`src/rtl/data_stack.sv`:
```
// Data stack for a stack CPU: registered top-of-stack T plus DEPTH cells below it.
// dsp counts valid cells; N is read combinationally from the cell just under T.
module data_stack #(
    parameter int WIDTH = 16,
    parameter int DEPTH = 16
) (
    input  logic                       clk,
    input  logic                       reset,
    input  logic                       write_enable,
    input  logic [1:0]                 delta,
    input  logic [WIDTH-1:0]           data_stack_next_value,
    input  logic                       error_clear,
    output logic [WIDTH-1:0]           data_stack_current_top,
    output logic [WIDTH-1:0]           data_stack_current_next_top,
    output logic [$clog2(DEPTH):0]     dsp,
    output logic                       overflow,
    output logic                       underflow
);

    localparam int AW = $clog2(DEPTH);
    localparam int PW = AW + 1;
    localparam logic [PW-1:0] FULL_COUNT = PW'(DEPTH);

    logic [WIDTH-1:0] cells [DEPTH];
    logic [WIDTH-1:0] top;
    logic [PW-1:0]    dsp_q;
    logic [PW-1:0]    dsp_next;
    logic             full;
    logic             do_push;
    logic             set_overflow;
    logic             set_underflow;
    logic [AW-1:0]    next_idx;

    assign full = (dsp_q == FULL_COUNT);

    always_comb begin
        dsp_next      = dsp_q;
        do_push       = 1'b0;
        set_overflow  = 1'b0;
        set_underflow = 1'b0;
        if (write_enable) begin
            case (delta)
                2'b01: begin
                    if (full) set_overflow = 1'b1;
                    else begin
                        do_push  = 1'b1;
                        dsp_next = dsp_q + PW'(1);
                    end
                end
                2'b11: begin
                    if (dsp_q >= PW'(1)) dsp_next = dsp_q - PW'(1);
                    else set_underflow = 1'b1;
                end
                2'b10: begin
                    if (dsp_q >= PW'(2)) dsp_next = dsp_q - PW'(2);
                    else begin
                        dsp_next      = '0;
                        set_underflow = 1'b1;
                    end
                end
                default: dsp_next = dsp_q;
            endcase
        end
    end

    always_ff @(posedge clk) begin
        if (reset) begin
            top       <= '0;
            dsp_q     <= '0;
            overflow  <= 1'b0;
            underflow <= 1'b0;
        end else begin
            if (write_enable) begin
                top   <= data_stack_next_value;
                dsp_q <= dsp_next;
            end
            // A new error in the same cycle as error_clear leaves the flag set.
            if (set_overflow) overflow <= 1'b1;
            else if (error_clear) overflow <= 1'b0;
            if (set_underflow) underflow <= 1'b1;
            else if (error_clear) underflow <= 1'b0;
        end
    end

    // Cells are never cleared; stale entries stay hidden because N is gated by dsp.
    always_ff @(posedge clk) begin
        if (!reset && do_push) cells[dsp_q[AW-1:0]] <= top;
    end

    // Low bits minus one wrap DEPTH to DEPTH-1, so the full case needs no extra bit.
    assign next_idx = dsp_q[AW-1:0] - AW'(1);

    assign data_stack_current_top      = top;
    assign data_stack_current_next_top = (dsp_q != '0) ? cells[next_idx] : '0;
    assign dsp                         = dsp_q;

endmodule

```
`config.mk`:
```
export PLATFORM = sky130hd
export DESIGN_NAME = data_stack
export DESIGN_NICKNAME = d
export VERILOG_FILES = /design/src/rtl/data_stack.sv
export SDC_FILE = /design/constraint.sdc
export NUM_CORES = 1
export LEC_CHECK = 0
export CAP_MARGIN = 20
export CORE_MARGIN = 3
export CORE_UTILIZATION = 45
export CTS_BUF_LIST = sky130_fd_sc_hd__clkbuf_4 sky130_fd_sc_hd__clkbuf_8 sky130_fd_sc_hd__clkbuf_16
export CTS_CLUSTER_DIAMETER = 120
export CTS_CLUSTER_SIZE = 16
export DETAILED_ROUTE_END_ITERATION = 7
export GPL_ROUTABILITY_DRIVEN = 0
export PLACE_DENSITY = 0.61
export SYNTH_ARGS = -nofsm -noshare
export SYNTH_HDL_FRONTEND = slang
export SYNTH_SLANG_ARGS = --single-unit
export TNS_END_PERCENT = 20
```
`constraint.sdc`:
```
create_clock -name clk -period 8.5 [get_ports clk]
set_input_delay 1.7 -clock clk [delete_from_list [all_inputs] [get_ports clk]]
set_output_delay 1.7 -clock clk [all_outputs]
set_load 0.01 [all_outputs]
```
== After elaboration in Yosys (flattened, before gate mapping) ==
Memory sizes are Yosys's and may differ from the RTL's.
Cells that the tools add are included.
Cells by class
  add/subtract/negate cells: 4
  $lt $le $gt $ge: 2
  equality and inequality tests: 6
  multiplexer cells: 20
  reductions and logical operators: 7
Operators with widths (count)
  $mux W16: 1
  $mux W5: 3
  $pmux W5 S3: 1
  $mux W1: 14
  $add A5 B1 Y5 const B: 1
  $eq A5 B5 Y1 const B: 1
  $ge A5 B1 Y1 const B: 1
  $ge A5 B2 Y1 const B: 1
  $reduce_bool A5 Y1: 1
  $sub A5 B1 Y5 const B: 1
  $sub A5 B2 Y5 const B: 1
  $eq A2 B2 Y1 const B: 2
  $ne A2 B2 Y1 const B: 2
  $reduce_and A4 Y1: 1
  $reduce_bool A2 Y1: 2
  $sub A4 B1 Y4 const B: 1
  $reduce_bool A3 Y1: 1
  $eq A2 B1 Y1 const B: 1
  $pmux W1 S2: 1
  $logic_and A1 B1 Y1: 1
  $logic_not A1 Y1: 1
Storage, ports and cells
  flip-flop bits (word level): 23
  RAM bits: 256
  input bits: 22
  output and inout bits: 39
  logic and storage cells: 44
  memories: 1
Memory list
  cells: words 16, width 16, rd ports 1, clocked after Yosys merged registers in 0, wr ports 1, RTL line 24  | logic [WIDTH-1:0] cells [DEPTH];

== Longest topological paths before layout ==
Gate-level depths: netlist of the first run.
  depth in word-level cells: 7
  mapped depth: 11

== Worst setup path before layout of the first run ==
OpenSTA, ideal clock, no wires.
  path kind: register to output
  from: register dsp_q[0], in the netlist dsp[0]
  to: output port data_stack_current_next_top[14]
  data arrival time: 2.945 ns
  required time: 6.800 ns
  slack: 3.855 ns
  stages on the path, launching flop included: 11
  path buffers: 5
  cell sequence: dfxtp_1 > buf_6 > buf_4 > buf_2 > inv_1 > ha_1 > clkbuf_1 > clkbuf_1 > mux4_2 > mux4_2 > and2_1
Between the ends
  word-level cells in the longest chain between the ends: 3
RTL lines
  start, declared: RTL line 26  | logic [PW-1:0] dsp_q;
  start signal, assigned: RTL line 75  | dsp_q <= dsp_next;
  $sub A4 B1 Y4: RTL line 91  | assign next_idx = dsp_q[AW-1:0] - AW'(1);
  $mem_v2 Z16 W16
  $mux W16 (*): RTL line 94  | assign data_stack_current_next_top = (dsp_q != '0) ? cells[next_idx] : '0;
  end, declared: RTL line 14  | output logic [WIDTH-1:0] data_stack_current_next_top,
Every way passes the cells marked *; elsewhere a longest branch is shown, timed or not.

== Worst setup path after layout of the first run ==
  from: register dsp_q[0], in the netlist dsp[0]
  to: output port data_stack_current_next_top[7]
The elaborated chain is that of the path after synthesis.

==> results.md, run 1 <==
* Status: complete, no violations
* Most common flop cell mapped by yosys: edfxtp_1
* Maximum root-to-sink buffer count at 3
* Syn Nets at 600
* Antenna cells at 0
* Gate Count Post-Synth at 570
* Area contributors post-synth: edfxtp_1 (69%), mux4_2 (13%), dfxtp_1 (4.1%), mux2i_1 (2.8%), mux2_2 (1.5%)
* Fill cells at slightly below 2000
* Critical-path cell list: inv_1 > ha_2 > buf_4 > mux4_2 > mux2_2 > o21ai_0 > a21oi_1 > clkdlybuf4s50_1
* Nets at 663
* Remaining routing DRC violations at 0
* Ys async rst share at 0%
* Util after Layout at a little over half
* Clock-pin slew on the worst setup and hold paths at 70 ps
* Maximum fanout along the worst path at 35
* Share of cells above drive strength 1 at 21.6%
* CTS Sinks at 279
* CTS tree: built
* CP endpoint kind: output pin
* 1st-iter DRT viols at between 500 and 600
* Crit path DAT at 4420 ps
* Final number of hold-violating endpoints at 0
* Drt wl/cell at 26.0 microns
* Input/output buffers at 60
* Highest routed layer: met4
* Actual transition at the worst max-transition pin at around 1100 ps
* Total congestion overflow at 0
* Core ar. at around 24000 sq um
* Crit path time final at around 6100 ps
* CP peak stage delay at 790 ps
* Area growth syn-to-layout at 15.0%
* Final TNS setup at 0 ps
* Number of hold buffers added after cts at 0
* Root buffer cell: clkbuf_16
* Peak VDD IR at 0.000151 V
* CP Launch Type: register
* DRT Wirelength at around 25000 microns
* Crit path kind: reg -> out
* Worst relative slew slack at ~27%
* Overall Global Routing Usage at between 10% and 20%
* Yosys top cell by area: edfxtp_1
* LEAKAGE at 4.24 nW
* DP HPWL at 15000 microns
* Pwr Total at 2.92 mW
* WL met1 at between 10000 and 15000 microns
* DR vias at 5686
* HP Class: reg -> reg
* Post-Syn Area at about 11000 sq um
* WL met2 at 12400 microns
* Pwr dens at 227 nW/um^2
* Final Skew at 10.7 ps
* Io pins at slightly above 60
* Most frequent cell after synthesis: edfxtp_1
* Resized cells post-CTS at 0
* Global-route wire length before repair at 38400 microns
* Vias in the first global route at ~6000
* Slowest-stage cell, CP: dfxtp_4
* Slew Limit Fails at 0
* Share of the synthesized area in the top cell type at 68.8%
* Initial cell density of the core at 45.8%
* Die width at about 160 microns
* First drt pass iteration count at 5
* Clk_lat worst skew at approximately 500 ps
* RSZ-0062 raised after global routing: false
* Most instantiated cells after synthesis: edfxtp_1 (256), mux4_2 (64), mux2i_1 (31)
* Met3 wire length at between 1000 and 1500 microns
* Maximum clock rate at 163 MHz
* Largest net degree at the start of global routing at 48
* Register area share after synthesis at 72.9%
* Post-CTS setup buffer count at 0
* Max Cap Viol at 0
* CP required at roughly 6800 ps
* FF+latch count, synth at 279
* Core Rows at 57
* YS warnings at 0
* Htree depth at 1
* Total CTS buffers at 21
* Die area at between 20000 and 30000 sq um
* Antenna violation net count after detailed routing at 0
* Final setup violation count at 0
* Avg Inst Size Synth at 19.6 sq um
* EDFF count, synth at 256
* Netlist cell types at 51
* Die H at 164 microns
* Initial antenna violation count at 0
* Fin crit share at about 72%
* Via density at 5.86
[worst max-delay path, delay by kind of cell, from the launching register on]
kind | cells | cell delay (ps)
DFF | 1 | 790
AOI/OAI and AO/OA | 2 | 430
buffers and inverters | 3 | 1300
muxes | 2 | 670
adders and majority gates | 1 | 700
[routing by layer]
layer	track usage, %	vias up
met3	2.41	36
met1	28.0	2997
met4	4.23	0
li1	-	2447
met2	32.6	206
met5	0	-
[registers in the layout, summed over array words and instances, names as in the netlist]
signal	count
overflow	1
underflow	1
cells	256
data_stack_current_top	16
dsp	5
[through the flow]
| step | cell area (sq um) | instances | setup slack, ps | hold slack (ps) |
|---|---|---|---|---|
| after floorplan | 11200 | 570 | 3850 | 485 |
| after global placement | 12100 | 928 | 2890 | 464 |
| after detailed placement | 12100 | 930 | 2880 | 465 |
| after CTS | 12800 | 967 | 2320 | 483 |
| after global routing | 12900 | 971 | 2070 | 507 |
| final | 12900 | 971 | 2380 | 481 |
[worst paths after layout]
check	from	to	slack, ps	depth (start not counted)
worst min register to register	underflow$_SDFFE_PP0P_	underflow$_SDFFE_PP0P_	480	2
worst max register to register	dsp[0]$_SDFFE_PP0P_	cells[2][0]$_DFFE_PP_	5220	4
worst min-delay path	underflow$_SDFFE_PP0P_	underflow$_SDFFE_PP0P_	480	2
worst max-delay path	dsp[0]$_SDFFE_PP0P_	data_stack_current_next_top[7]	2380	8
[layout make-up]
class	count	area [sq um]	area share, %
repair buffers	75	758	5.90
inverters	6	22.5	0.175
clock buffers	36	638	4.96
flip-flops and latches	279	8150	63.4
well taps	324	405	3.15
multi-input cells	250	2870	22.3
clock inverters	1	11.3	0.0876
[logic make-up after synthesis]
logic type / after synthesis / synth area share (%)
AOI/OAI and AO/OA: 61 / 3.49
and+or+nand+nor: 67 / 3.30
buffers and inverters: 41 / 1.77
muxes: 111 / 17.4
DFF: 279 / 72.9
xor gates and xnor gates: 3 / 0.235
adders and majority gates: 8 / 0.895
[placed cells by master, fill, tap and decap left out, types with 2 or more instances in the layout]
master,count
nor3b_1,4
a311oi_1,4
mux2_2,15
a31oi_1,2
ha_1,7
a21oi_1,20
o21ai_0,18
clkbuf_4,15
mux2i_1,31
nor2_2,2
dfxtp_1,22
clkbuf_16,21
nor4_1,2
buf_4,9
buf_8,6
and2_1,16
nand2_1,5
nand2b_1,5
a211oi_1,2
inv_1,6
clkdlybuf4s50_1,60
a221oi_1,2
mux4_2,64
edfxtp_1,256
a41o_1,2
nor2_1,22
[power breakdown]
part	internal, mW	switching, mW	leakage [nW]
Sequential	1.51	0.0357	2.62
Clock	0.516	0.445	0.334
Combinational	0.205	0.211	1.28
Note: power is estimated with default switching activity, not from simulation.
==> inputs of run 2 (changes only) <==
==> constraint.sdc (replaced) <==
create_clock -name clk -period 6.2 [get_ports clk]
set_input_delay 1.24 -clock clk [delete_from_list [all_inputs] [get_ports clk]]
set_output_delay 1.24 -clock clk [all_outputs]
set_load 0.01 [all_outputs]
==> results.md, run 2 (synthesis results as in run 1) <==
* Crit path time final at roughly 5200 ps
* Final TNS setup at 0 ps
* Nets at 668
* Fin crit share at 84.2%
* Crit path kind: reg -> out
* Clk_lat worst skew at 500 ps
* Overall Global Routing Usage at about a fifth
* Slew Limit Fails at 0
* Peak VDD IR at 0.000163 V
* Pre-CTS WS at 1510 ps
* Worst relative slew slack at 30.3%
* DRT Wirelength at 24900 microns
* CTS Sinks at 279
* Final number of hold-violating endpoints at 0
* Pwr Total at 4.00 mW
* Maximum fanout along the worst path at 19
* Actual transition at the worst max-transition pin at roughly 1000 ps
* Placed instance count at 938
* 1st-iter DRT viols at 487
* Total congestion overflow at 0
* Share of cells above drive strength 1 at 22.2%
* Resized cells post-CTS at 0
* CP endpoint kind: output pin
* LEAKAGE at 4.29 nW
* CTS tree: built
* Hold WS at 479 ps
* DP HPWL at around 15000 microns
* Root buffer cell: clkbuf_16
* Crit path DAT at about 4000 ps
* CP required at about 5000 ps
* Core ar. at 24400 sq um
* Largest register FFs at 256
* Area growth syn-to-layout at 15.9%
* Total CTS buffers at 21
* Final Skew at 8.89 ps
* Number of hold buffers added after cts at 0
* Post-CTS setup buffer count at 0
* First drt pass iteration count at 4
* Remaining routing DRC violations at 0
* Setup ws final at ~980 ps
* Die width at 164 microns
* Non-Filler Instances at 976
* DR vias at 5608
* Die area at 26800 sq um
* HP Class: reg -> reg
* Input/output buffers at 60
* Most frequent cells in the layout: edfxtp_1 (256), mux4_2 (64), clkdlybuf4s50_1 (60), mux2i_1 (31)
* Via density at 5.75
* Core Rows at 57
* Antenna cells at 0
* Drt wl/cell at 25.5 microns
* Antenna violation net count after detailed routing at 0
* Vias in the first global route at 5765
* Pwr dens at 309 nW/um^2
* Global-route wire length before repair at 37300 microns
* Commonest non-fill, non-tap cell in the layout: edfxtp_1
* Largest net degree at the start of global routing at 50
* Status: complete, no violations
* Initial antenna violation count at 0
* Max Cap Viol at 0
* CP Launch Type: register
* Htree depth at 1
* R2R Setup Slk at between 3000 and 4000 ps
* Clock-pin slew on the worst setup and hold paths at 70 ps
* Final setup violation count at 0
* RSZ-0062 raised after global routing: false
* Maximum clock rate at roughly 190 MHz
* Die H at 164 microns
* Io pins at between 60 and 70
* Initial cell density of the core at 45.8%
* Maximum root-to-sink buffer count at 3
[run 2: cell types whose count changed in the layout (fill, tap and decap cells not counted), sizes merged]
cell  before  now
buf       15   20
[run 2: per-layer routing]
metal,vias to the layer above,global-route usage (%),routed length [microns]
met4,0,5.07,607
met1,2972,27.7,11100
met2,140,30.2,12000
met5,-,0,0
li1,2461,-,-
met3,35,2.82,1120
[run 2: per-stage QoR]
step,cell area (sq um),utilization [%]
after CTS,12900,53.0
final,13000,53.1
after floorplan,11200,-
after global placement,12200,49.9
after detailed placement,12300,50.3
after global routing,13000,53.1
[run 2: path summary, 6_finish.rpt]
| kind | start | to | cells after the start |
|---|---|---|---|
| max | dsp[2]$_SDFFE_PP0P_ | data_stack_current_next_top[11] | 8 |
| min | underflow$_SDFFE_PP0P_ | underflow$_SDFFE_PP0P_ | 2 |
| max reg2reg | dsp[0]$_SDFFE_PP0P_ | cells[2][5]$_DFFE_PP_ | 5 |
| min reg2reg | underflow$_SDFFE_PP0P_ | underflow$_SDFFE_PP0P_ | 2 |
[run 2: area by class of cell]
| type | instances | area [sq um] |
|---|---|---|
| inverters | 6 | 22.5 |
| repair buffers | 80 | 858 |
| well taps | 324 | 405 |
| clock buffers | 36 | 638 |
| multi-input cells | 250 | 2870 |
| flip-flops and latches | 279 | 8150 |
| fillers | 1939 | 11400 |
| clock inverters | 1 | 11.3 |
[run 2: worst max-delay path, cell delays in order (launching register included)]
cell	delay [ps]
dfxtp_1	760
inv_1	210
ha_1	290
a21boi_0	170
xnor2_2	590
buf_4	360
o21ai_0	130
a21oi_1	350
clkdlybuf4s50_1	610
[run 2: report_power, final]
part,total (mW),leakage (nW),internal [mW],switching [mW]
Sequential,2.11,2.62,2.07,0.0450
Combinational,0.574,1.33,0.288,0.287
Clock,1.32,0.334,0.707,0.609
Total,4.00,4.29,3.06,0.941
==> inputs of run 3 (changes only) <==
--- a/config.mk
+++ b/config.mk
@@ -13,7 +13,7 @@
 export CTS_CLUSTER_SIZE = 16
 export DETAILED_ROUTE_END_ITERATION = 7
 export GPL_ROUTABILITY_DRIVEN = 0
-export PLACE_DENSITY = 0.61
+export PLACE_DENSITY = 0.63
 export SYNTH_ARGS = -nofsm -noshare
 export SYNTH_HDL_FRONTEND = slang
 export SYNTH_SLANG_ARGS = --single-unit
==> constraint.sdc (replaced) <==
create_clock -name clk -period 4.2 [get_ports clk]
set_input_delay 0.84 -clock clk [delete_from_list [all_inputs] [get_ports clk]]
set_output_delay 0.84 -clock clk [all_outputs]
set_load 0.01 [all_outputs]
==> results.md, run 3 (synthesis results as in run 1) <==
* Status: complete, no violations
* Critical Path Start: dsp[1]$_SDFFE_PP0P_
* Overall Global Routing Usage at 19.5%
* Crit path DAT at 3230 ps
* Initial cell density of the core at a little under half
* CTS Sinks at ~280
* Post-CTS setup buffer count at 0
* CP endpoint kind: output pin
* LEAKAGE at 4.38 nW
* Hold Path Origin: underflow$_SDFFE_PP0P_
* RSZ-0062 raised after global routing: false
* Total congestion overflow at 0
* Met3 wire length at 1310 microns
* Largest register FFs at 256
* Final number of hold-violating endpoints at 0
* First drt pass iteration count at 4
* Total CTS buffers at 21
* Actual transition at the worst max-transition pin at 815 ps
* Critical-path cell list: inv_1 > ha_2 > buf_16 > mux4_2 > mux4_2 > and2_1 > clkdlybuf4s50_1
* Io pins at around 60
* WL met2 at 13200 microns
* Crit path kind: reg -> out
* HP Class: reg -> reg
* Antenna cells at 0
* Area growth syn-to-layout at 16.9%
* Highest routed layer: met4
* Crit path time final at approximately 4000 ps
* CP Launch Type: register
* CP top delay family: buffers and inverters
* Maximum root-to-sink buffer count at 3
* Clock-pin slew on the worst setup and hold paths at 70 ps
* Slowest-stage cell, CP: ha_2
* Util after Layout at 53.6%
* Most frequent cells in the layout: edfxtp_1 (256), mux4_2 (64), clkdlybuf4s50_1 (60), buf_4 (32), mux2i_1 (31)
* Die H at around 160 microns
* Max Cap Viol at 0
* Core ar. at 24400 sq um
* Input/output buffers at 60
* Via density at between 5 and 6
* CTS tree: built
* Global-route wire length before repair at 38200 microns
* CP required at roughly 3400 ps
* Remaining routing DRC violations at 0
* Maximum fanout along the worst path at 26
* Nets at roughly 690
* Largest net degree at the start of global routing at 72
* Maximum clock rate at 246 MHz
* Initial antenna violation count at 0
* Fin crit share at around 97%
* Root buffer cell: clkbuf_16
* Clk_lat worst skew at about 500 ps
* Antenna violation net count after detailed routing at 0
* Die area at about 27000 sq um
* Die width at 164 microns
* WL met1 at approximately 11000 microns
* Final setup violation count at 0
* Peak VDD IR at 0.000281 V
* Worst relative slew slack at roughly 44%
* DRT Wirelength at 25500 microns
* Slew Limit Fails at 0
* DP HPWL at 14600 microns
* Core Rows at 57
* Worst r2r src: dsp[0]$_SDFFE_PP0P_
* 1st-iter DRT viols at 503
* Buffers plus inverters on the worst setup path at 3
* Final Skew at approximately 17 ps
* Commonest non-fill, non-tap cell in the layout: edfxtp_1
* Final TNS setup at 0 ps
* Htree depth at 1
* Drt wl/cell at 25.7 microns
* Vias in the first global route at 6032
* Crit-path most repeated cell: mux4_2
* Share of cells above drive strength 1 at 24.5%
* CP peak stage delay at just under 500 ps
* DR vias at 5746
* Pwr dens at 455 nW/um^2
-- run 3: changes by cell type in the layout (fill, tap and decap cells not counted), sizes merged --
cell,previous run,this run
inv,7,8
buf,20,37
-- run 3: area by class of cell --
class	instances	area, sq um
fillers	1948	11300
flip-flops and latches	279	8150
multi-input cells	250	2870
repair buffers	97	963
clock buffers	36	638
well taps	324	405
inverters	6	22.5
clock inverters	2	20.0
-- run 3: power by group --
part	switching, mW	internal [mW]	total (mW)
logic	0.452	0.451	0.903
clock network	0.893	1.05	1.94
registers	0.0451	3.05	3.10
-- run 3: what timing repair did --
action / in CTS / in global routing
endpoints found under the setup margin: 1 / 4
gates resized for setup: 2 / 2
hold buffers: 0 / 0
cloned: 1 / 0
-- run 3: routing by layer --
metal	vias to the layer above	GRT usage (%)
met2	182	33.3
met5	-	0
li1	2506	-
met3	31	2.43
met1	3027	27.1
met4	0	4.19
-- run 3: metrics by stage --
stage	cells	hold slack (ps)	worst slack, ps	power, mW	cell area (sq um)
final	994	477	131	5.94	13100
after global routing	994	527	27.3	6.16	13100
after CTS	994	479	99.4	6.00	13100
after detailed placement	955	468	533	4.05	12400
after global placement	955	465	572	4.04	12400
after floorplan	570	485	415	3.68	11200
-- run 3: worst min-delay path, cell delays in order (launching register included) --
cell      delay (ps)
dfxtp_1          310
nand2b_1          60
a21oi_1           50
-- run 3: path summary, 6_finish.rpt --
| path | to | slack, ps | depth (start not counted) |
|---|---|---|---|
| hold reg to reg | underflow$_SDFFE_PP0P_ | 480 | 2 |
| setup reg to reg | dsp[0]$_SDFFE_PP0P_ | 1720 | 6 |
| setup / recovery | data_stack_current_next_top[14] | 130 | 7 |
| hold / removal | underflow$_SDFFE_PP0P_ | 480 | 2 |
